<file path="src/rtl/alu_mul_sequencer.sv">
// Shift-add RV32 MUL sequencer that borrows the execute-stage ALU.
// Returns the low WIDTH bits of OP_A*OP_B after 1..WIDTH RUN cycles.
module alu_mul_sequencer #(
   parameter int          WIDTH   = 32,
   parameter logic [3:0]  ADD_FUN = 4'd0
) (
   input  logic             CLK,
   input  logic             RST,
   input  logic             START,
   input  logic [WIDTH-1:0] OP_A,
   input  logic [WIDTH-1:0] OP_B,
   output logic             BUSY,
   output logic             DONE,
   output logic [WIDTH-1:0] RESULT,
   output logic             ALU_REQ,
   output logic [WIDTH-1:0] ALU_A,
   output logic [WIDTH-1:0] ALU_B,
   output logic [3:0]       ALU_FUN,
   input  logic [WIDTH-1:0] ALU_OUT
);

   typedef enum logic [1:0] {
      S_IDLE,
      S_RUN,
      S_DONE
   } state_e;

   localparam logic [5:0] CNT_LAST = 6'(WIDTH - 1);

   state_e           state_q, state_d;
   logic [WIDTH-1:0] acc_q, acc_d;
   logic [WIDTH-1:0] mcand_q, mcand_d;
   logic [WIDTH-1:0] mplier_q, mplier_d;
   logic [WIDTH-1:0] result_q, result_d;
   logic [5:0]       cnt_q, cnt_d;

   always_ff @(posedge CLK or posedge RST) begin
      if (RST) begin
         state_q  <= S_IDLE;
         acc_q    <= '0;
         mcand_q  <= '0;
         mplier_q <= '0;
         result_q <= '0;
         cnt_q    <= '0;
      end else begin
         state_q  <= state_d;
         acc_q    <= acc_d;
         mcand_q  <= mcand_d;
         mplier_q <= mplier_d;
         result_q <= result_d;
         cnt_q    <= cnt_d;
      end
   end

   always_comb begin
      state_d  = state_q;
      acc_d    = acc_q;
      mcand_d  = mcand_q;
      mplier_d = mplier_q;
      result_d = result_q;
      cnt_d    = cnt_q;
      unique case (state_q)
         S_IDLE: begin
            if (START) begin
               acc_d    = '0;
               mcand_d  = OP_A;
               mplier_d = OP_B;
               cnt_d    = '0;
               state_d  = S_RUN;
            end
         end
         S_RUN: begin
            if (mplier_q[0]) acc_d = ALU_OUT;
            mcand_d  = mcand_q << 1;
            mplier_d = mplier_q >> 1;
            cnt_d    = cnt_q + 6'd1;
            // Exit as soon as no multiplier bits remain above the current one.
            if (mplier_q[WIDTH-1:1] == '0 || cnt_q == CNT_LAST) begin
               result_d = acc_d;
               state_d  = S_DONE;
            end
         end
         S_DONE: begin
            state_d = S_IDLE;
         end
         default: begin
            state_d = S_IDLE;
         end
      endcase
   end

   assign BUSY    = (state_q != S_IDLE);
   assign DONE    = (state_q == S_DONE);
   assign ALU_REQ = (state_q == S_RUN);
   assign RESULT  = result_q;
   assign ALU_A   = ALU_REQ ? acc_q   : '0;
   assign ALU_B   = ALU_REQ ? mcand_q : '0;
   assign ALU_FUN = ALU_REQ ? ADD_FUN : 4'd0;

endmodule
</file>
<file path="config.mk">
export PLATFORM = sky130hd
export DESIGN_NAME = alu_mul_sequencer
export DESIGN_NICKNAME = d
export VERILOG_FILES = /design/src/rtl/alu_mul_sequencer.sv
export SDC_FILE = /design/constraint.sdc
export NUM_CORES = 1
export LEC_CHECK = 0
export CAP_MARGIN = 0
export CORE_MARGIN = 1.5
export CORE_UTILIZATION = 42
export CTS_CLUSTER_SIZE = 40
export DETAILED_ROUTE_END_ITERATION = 10
export PLACE_DENSITY = 0.75
export SETUP_SLACK_MARGIN = 0.1
export SLEW_MARGIN = 20
export SYNTH_ARGS = -nofsm -noshare
export SYNTH_HDL_FRONTEND = slang
export SYNTH_SLANG_ARGS = --single-unit
export TNS_END_PERCENT = 1
</file>
<file path="constraint.sdc">
create_clock -name CLK -period 4.9 [get_ports CLK]
set_clock_uncertainty 0.15 [all_clocks]
set_input_delay 0.98 -clock CLK [delete_from_list [all_inputs] [get_ports CLK]]
set_output_delay 0.98 -clock CLK [all_outputs]
set_load 0.02 [all_outputs]
</file>
**Word level (Yosys, flattened, before mapping)**

Index checks and enable logic that the tools add are counted.

- Add/subtract/negate cells: 1
- Equal/unequal tests: 5
- Reduce and logical (&&, ||, !) cells: 8
- Mux-type cells: 14

Operators by type and width:

| operator | number |
|---|---|
| 32-bit 2-to-1 mux | 6 |
| 32-bit one-hot mux with 2 select lines | 3 |
| 31-bit zero test | 1 |
| 6-bit one-hot mux with 2 select lines | 1 |
| 6-bit by 1-bit adder with 6-bit output (second input constant) | 1 |
| 6-bit by 5-bit == test with 1-bit output (second input constant) | 1 |
| 6-bit 2-to-1 mux | 1 |
| 2-bit AND reduction | 3 |
| 2-bit 2-to-1 mux | 2 |
| 2-bit one-hot mux with 2 select lines | 1 |
| 2-bit nonzero test | 2 |
| 2-bit by 1-bit == test with 1-bit output (second input constant) | 1 |
| 2-bit == test (second input constant) | 1 |
| 2-bit zero test | 1 |
| 2-bit by 1-bit inequality test with 1-bit output (second input constant) | 1 |
| 2-bit inequality test (second input constant) | 1 |
| 1-bit logical OR | 1 |

- Bits of input ports: 99
- Register bits: 136
- Logic and storage cells: 34

**Depth between registers and ports, before layout**

Gate-level depths: netlist of run 1.

- Depth after elaboration: 4
- Depth in mapped cells: 7
- Gate-level depth less buffers: 5

**Worst setup path after synthesis of run 1**

No wires, ideal clock.

- Path kind: register to output
- Start point: reg state_q[1]
- End point: out ALU_A[10]
- Cell stages (with the launch flop): 7
- Path slack: 2.117 ns
- Required time: 3.770 ns
- Path buffers: 3
- Data arrival time: 1.653 ns
- Cells stage by stage: dfrtp_1 nand2b_1 inv_1 clkbuf_1 clkbuf_1 clkbuf_1 and2_1

- Word-level cells in the longest chain between the ends: 2

RTL lines:

| element | RTL line | RTL |
|---|---|---|
| from (decl) | 30 | `state_e state_q, state_d;` |
| from (signal assigned) | 46 | `state_q <= state_d;` |
| 2-bit by 1-bit == test with 1-bit output | 94 | `assign ALU_REQ = (state_q == S_RUN);` |
| 32-bit 2-to-1 mux | 96 | `assign ALU_A = ALU_REQ ? acc_q : '0;` |
| to (decl) | 16 | `output logic [WIDTH-1:0] ALU_A,` |

No other way between the ends.

**Final worst setup path of run 1**

- Start point: reg state_q[1]
- End point: out ALU_B[6]

- Word-level cells in the longest chain between the ends: 2

RTL lines:

| element | RTL line | RTL |
|---|---|---|
| 2-bit by 1-bit == test with 1-bit output | 94 |  |
| 32-bit 2-to-1 mux | 97 | `assign ALU_B = ALU_REQ ? mcand_q : '0;` |
| to (decl) | 17 | `output logic [WIDTH-1:0] ALU_B,` |

No other way between the ends.

==> run_results.csv, run 1 <==
group,metric,value,unit
sta,period_minus_slack,4048,ps
setup_path,crit_path_end_kind,"output port",
clocking,hold_buffers,0,
drt,drt-pass1-iter-count,5,
synth,syn_avg_cell_area,10.18,um^2
global_route,grt_max_degree,112,
synth,synth_cell_types,32,
synth,syn_inst,633,
place,port-buffer-count,197,
sta,hold_viol_final,0,
min_path,hp-class,"flip-flop to flip-flop",
finish,n_antenna_cell,0,
min_path,min-delay-start,"mcand_q[2]",
clocking,cts_root_buf,"clkbuf_16",
setup_path,r2r_end,"RESULT[31]",
pwr,p_sw_share,36.81,%
synth,synthTopCellsByArea,"dfrtp_1, mux2i_1, and2_1, o21ai_0, and3b_1",
finish,area.sequential,0.003405,mm^2
place,dp_hpwl,10820,um
die,dieArea,0.01610,mm^2
finish,fill_cells,1247,
setup_path,cp_max_fo,75,
finish,drive_above_1_share,6.463,%
finish,area_growth,40.96,%
setup_path,worstRegToRegCells,5,
clocking,cts.repair.resized,0,
sta,worst_pin_slew,1058,ps
die,dieHeight,126.9,um
synth,syn-cell-area,0.006445,mm^2
run_status,status,"finished, final reports clean",
synth,synthFlopType,"dfrtp_1",
synth,synth_area_leader_cell,"dfrtp_1",
pwr,ir_drop,0.2961,mV
pwr,p_clk_share,22.3,%
drt,num_vias,5282,
setup_path,crit_type,"flip-flop to output port",
clocking,cts_max_level,4,
job,drv_cap,0,
setup_path,rrSetupSlack,2220,ps
synth,yosys_warnings,0,
setup_path,r2r-start,"state_q[1]",
die,ioPinCount,202,
pwr,pwr-share-seq,33.7,%
drt,drtAntennaViolNets,0,
sta,maxSlewViolCount,0,
clocking,cts_buffers,17,
clocking,cts.sinks,136,
drt,first_iter_violations,396,
setup_path,cp.required,3770,ps
drt,route.detailed.drc,0,
sta,relSlewSlack,29.49,%
clocking,cts_setup_buffers,0,
place,gp_congestion,0.8060,
die,initial_core_util,42.71,%
setup_path,cp-start-kind,"flip-flop",
die,die_x,126.9,um
pwr,switchingPower,0.002128,W
sta,setup_viol,0,
synth,synth_edf_count,0,
clocking,cts.clk_slew.worst_paths,60,ps
clocking,clock_path_buffers,2,
setup_path,cp.arrival,2920,ps
global_route,antenna_found_initial,0,
sta,fin_crit_sh,82.61,%
global_route,track_usage,21.04,%
synth,async_reset_ff_share,100.0,%
clocking,clock_latency,410,ps
min_path,holdPathEnd,"mcand_q[2]",
global_route,grt_pass1_vias,5426,
sta,rsz0062_at_grt,"false",
synth,yosys_register_bits,136,
global_route,grt_pass1_wl,27060,um
finish,multiInputGateArea,0.002610,mm^2
global_route,grt-ovfl-total,0,
pwr,power_density,636.3,mW/mm^2
sta,whs,320.9,ps
sta,max_freq,247.1,MHz
drt,routed_wl,16330,um
finish,final_nets,907,
min_path,min_path_cells,2,
drt,avgRoutedWirePerCell,16.20,um
pwr,combPwrFrac,44.1,%
die,fp-row-count,45,
pwr,p_int,0.003653,W
clocking,cts_tree,"done",
sta,fin_tns_setup,0,ps
pwr,p_leak,4.278,nW
synth,yosysSeqAreaShare,52.81,%
drt,viasPerCell,5.240,
synth,synth_top_area_share,52.81,%
die,coreArea,0.01509,mm^2
cell families after synthesis:
kind of cell	after synthesis	synth area share, %
compound gates	137	12.93
flops	136	52.81
other cells	1	0.05819
simple gates	183	16.42
fa+ha+maj	1	0.1941
buf+inv	110	7.086
mux	65	10.50
sequential cells by signal, summed over array words and instances, names as in the netlist:
register	cells
state_q	2
mplier_q	32
acc_q	32
mcand_q	32
RESULT	32
cnt_q	6
synthesized netlist by cell type (all sizes together), types with 3 or more instances:
cell type	n
a21oi	33
a221oi	29
a22o	9
and2	65
and3b	31
buf	14
clkbuf	37
dfrtp	136
inv	59
mux2	12
mux2i	53
nand2	64
nand3	5
nand4	3
nor2	3
nor4	7
o21ai	64
cells in the final DEF, fill, tap and decap left out, types with 9 or more instances in the layout:
cell type and n:
clkdlybuf4s50_1 197, o21ai_0 64, nand2_1 64, dfrtp_1 135, and2_1 64, and3b_1 31, inv_1 57, a21oi_1 33
a221oi_1 29, mux2i_1 53, clkbuf_16 17, a22o_1 9, mux2_2 9
worst max path at each step:
stage / from / endpoint / cells after the start
6_report: state_q[1] / ALU_B[6] / 5
5_1_grt: state_q[1] / ALU_B[6] / 5
4_1_cts: state_q[1] / ALU_B[6] / 5
3_5_place_dp: START / mcand_q[26] / 5
3_3_place_gp: state_q[1] / ALU_B[6] / 5
2_1_floorplan: RST / RESULT[0] / 1
power by group through the flow:
stage	logic, W	clock network (W)	registers [W]
after global routing	0.00276	0.00136	0.00201
after floorplan	0.00147	0	0.00192
after global placement	0.00250	0	0.00193
final	0.00255	0.00129	0.00195
after detailed placement	0.00256	0	0.00195
after CTS	0.00257	0.00131	0.00194
layer usage:
layer  GRT usage (%)  share of wire, %
met1           26.44                43
met2           35.29                50
met3           4.555               5.3
met4           8.824               2.4
met5               0                 0
metrics by stage:
| stage | util (%) | power, W | cell area (um^2) | setup WS [ps] | instances |
|---|---|---|---|---|---|
| 3_5_place_dp | 56.28 | 0.004518 | 8492 | 1176 | 976 |
| 4_1_cts | 60.20 | 0.005826 | 9084 | 816.3 | 1008 |
| 5_1_grt | 60.21 | 0.006135 | 9085 | 688.5 | 1008 |
| 6_report | 60.21 | 0.005780 | 9085 | 852.3 | 1008 |
| 2_1_floorplan | - | 0.003395 | 6456 | 130.5 | 636 |
| 3_3_place_gp | 56.28 | 0.004429 | 8492 | 1289 | 976 |
critical path, cell delays in order, from the launching register on:
cell	delay (ps)
dfrtp_1	360
buf_4	230
nand2b_1	200
inv_2	760
and2_1	290
clkdlybuf4s50_1	630
cell type report:
type	count	share of cell area [%]
Sequential cell	136	37.47
Inverter	59	2.493
Multi-Input combinational cell	390	28.73
Timing Repair Buffer	203	22.20
Clock inverter	8	1.322
Tap cell	188	2.589
Clock buffer	24	5.192
Note: power is estimated with default switching activity, not from simulation.
==> run 2, diff against run 1 <==
==> constraint.sdc (replaced) <==
create_clock -name CLK -period 3.6 [get_ports CLK]
set_clock_uncertainty 0.15 [all_clocks]
set_input_delay 0.72 -clock CLK [delete_from_list [all_inputs] [get_ports CLK]]
set_output_delay 0.72 -clock CLK [all_outputs]
set_load 0.02 [all_outputs]
==> run_results.csv, run 2 (same netlist as run 1, synthesis figures left out) <==
group,metric,value,unit
die,ioPinCount,202,
finish,final_cell_mix,"clkdlybuf4s50_1, dfrtp_1, and2_1",
clocking,hold_buffers,0,
setup_path,worstPathCellList,"nand2b_1 -> inv_2 -> buf_12 -> and2_1 -> clkdlybuf4s50_1",
pwr,ir_drop,0.5191,mV
place,dp_hpwl,11220,um
drt,avgRoutedWirePerCell,16.30,um
global_route,grt_max_degree,72,
setup_path,r2r_end,"RESULT[27]",
drt,viasPerCell,5.202,
setup_path,crit_type,"flip-flop to output port",
die,initial_core_util,42.71,%
setup_path,worstRegToRegCells,5,
sta,setup_viol,0,
setup_path,rrSetupSlack,1030,ps
setup_path,cp.required,2730,ps
global_route,track_usage,20.98,%
finish,fill_cells,1251,
setup_path,crit_slowest_cell,"clkdlybuf4s50_1",
sta,worst_pin_slew,1050,ps
min_path,min_path_cells,2,
drt,drt-pass1-iter-count,4,
finish,layout_commonest_cell,"clkdlybuf4s50_1",
setup_path,crit_path_end_kind,"output port",
pwr,power_density,853.0,mW/mm^2
setup_path,cp-start-kind,"flip-flop",
finish,final_nets,913,
finish,area_growth,42.07,%
sta,max_freq,310.0,MHz
sta,rsz0062_at_grt,"false",
sta,fin_crit_sh,89.60,%
finish,drive_above_1_share,7.385,%
die,fp-row-count,45,
drt,routed_wl,16530,um
min_path,holdPathEnd,"mcand_q[5]",
drt,num_vias,5275,
finish,n_antenna_cell,0,
global_route,grt-ovfl-total,0,
place,dp.cells,982,
global_route,antenna_found_initial,0,
global_route,grt_pass1_wl,26700,um
pwr,p_leak,4.324,nW
place,gp_congestion,0.8010,
sta,fin_tns_setup,0,ps
die,coreArea,0.01509,mm^2
clocking,cts.sinks,136,
die,die_x,126.9,um
die,dieArea,0.01610,mm^2
clocking,cts_tree,"done",
sta,relSlewSlack,30.03,%
sta,period_minus_slack,3226,ps
min_path,min-delay-start,"mcand_q[5]",
place,port-buffer-count,197,
min_path,hp-class,"flip-flop to flip-flop",
run_status,status,"finished, final reports clean",
clocking,clock_path_buffers,2,
setup_path,cp_max_fo,41,
setup_path,r2r-start,"mplier_q[20]",
job,drv_cap,0,
clocking,cts_root_buf,"clkbuf_16",
drt,drtAntennaViolNets,0,
clocking,cts.clk_slew.worst_paths,50,ps
clocking,cts.repair.resized,0,
sta,hold_viol_final,0,
clocking,cts_setup_buffers,0,
global_route,grt_pass1_vias,5362,
setup_path,cp.arrival,2360,ps
die,dieHeight,126.9,um
drt,route.detailed.drc,0,
clocking,clock_latency,410,ps
sta,maxSlewViolCount,0,
drt,first_iter_violations,251,
clocking,cts_max_level,4,
clocking,cts_buffers,17,
setup_path,cp_slowest_stage_delay,600,ps
finish,instances_no_fill,1014,
## run 2: changes by cell type in the layout (fill, tap and decap cells not counted)
| cell | previous run | this run |
|---|---|---|
| clkinv_4 | 0 | 1 |
| clkinvlp_4 | 2 | 1 |
| and2_1 | 64 | 65 |
| buf_4 | 6 | 8 |
| clkbuf_1 | 5 | 2 |
| buf_12 | 0 | 4 |
| bufinv_16 | 3 | 1 |
| and2_2 | 1 | 0 |
| clkinv_2 | 3 | 6 |
| clkbuf_8 | 2 | 5 |
| inv_6 | 1 | 0 |
## run 2: stage by stage
stage | utilization (%) | power (W) | worst slack [ps] | area [um^2] | hold WS, ps
floorplan | - | 0.004621 | 1037 | 6460 | 291.8
global placement | 56.90 | 0.006063 | 843.1 | 8586 | 302.9
detailed placement | 56.90 | 0.006202 | 784.7 | 8586 | 321.1
CTS | 60.68 | 0.007888 | 333.5 | 9156 | 335.2
global route | 60.68 | 0.008293 | 240.8 | 9156 | 355.4
finish | 60.68 | 0.007810 | 374.2 | 9156 | 329.7
## run 2: critical path: cells and delay by family, from the launching register on
kind,cells,cell delay [ps]
buf+inv,3,1240
simple gates,2,330
flops,1,370
## run 2: cell type report
type | instances | area [um^2] | share of cell area, %
multi-input cells | 390 | 2609 | 28.49
well taps | 188 | 235.2 | 2.569
inverters | 59 | 225.2 | 2.460
repair buffers | 209 | 2112 | 23.07
clock inverters | 8 | 68.82 | 0.7516
clock buffers | 24 | 501.7 | 5.480
flip-flops and latches | 136 | 3405 | 37.18
## run 2: power by group
part / internal, W / total (W) / leakage [nW] / switching, W
registers: 0.00216 / 0.00265 / 1.76 / 0.000494
clock network: 0.00104 / 0.00165 / 0.290 / 0.000617
logic: 0.00173 / 0.00351 / 2.28 / 0.00178
total: 0.00492 / 0.00781 / 4.32 / 0.00289
## run 2: worst max-delay path by stage
stage	startpoint	end	depth (start not counted)
CTS	state_q[1]	ALU_A[22]	5
global placement	state_q[1]	ALU_A[7]	5
floorplan	RST	RESULT[0]	1
global route	state_q[1]	ALU_A[20]	5
finish	state_q[1]	ALU_A[22]	5
detailed placement	state_q[1]	ALU_A[22]	5
## run 2: layer usage
layer  vias to the layer above  wire (um)  track usage (%)
met5                         -          0                0
met4                         0        467            9.492
met3                        30        932            4.682
met2                       177       7980            34.34
met1                      2553       7152            26.70
li1                       2515          -                -
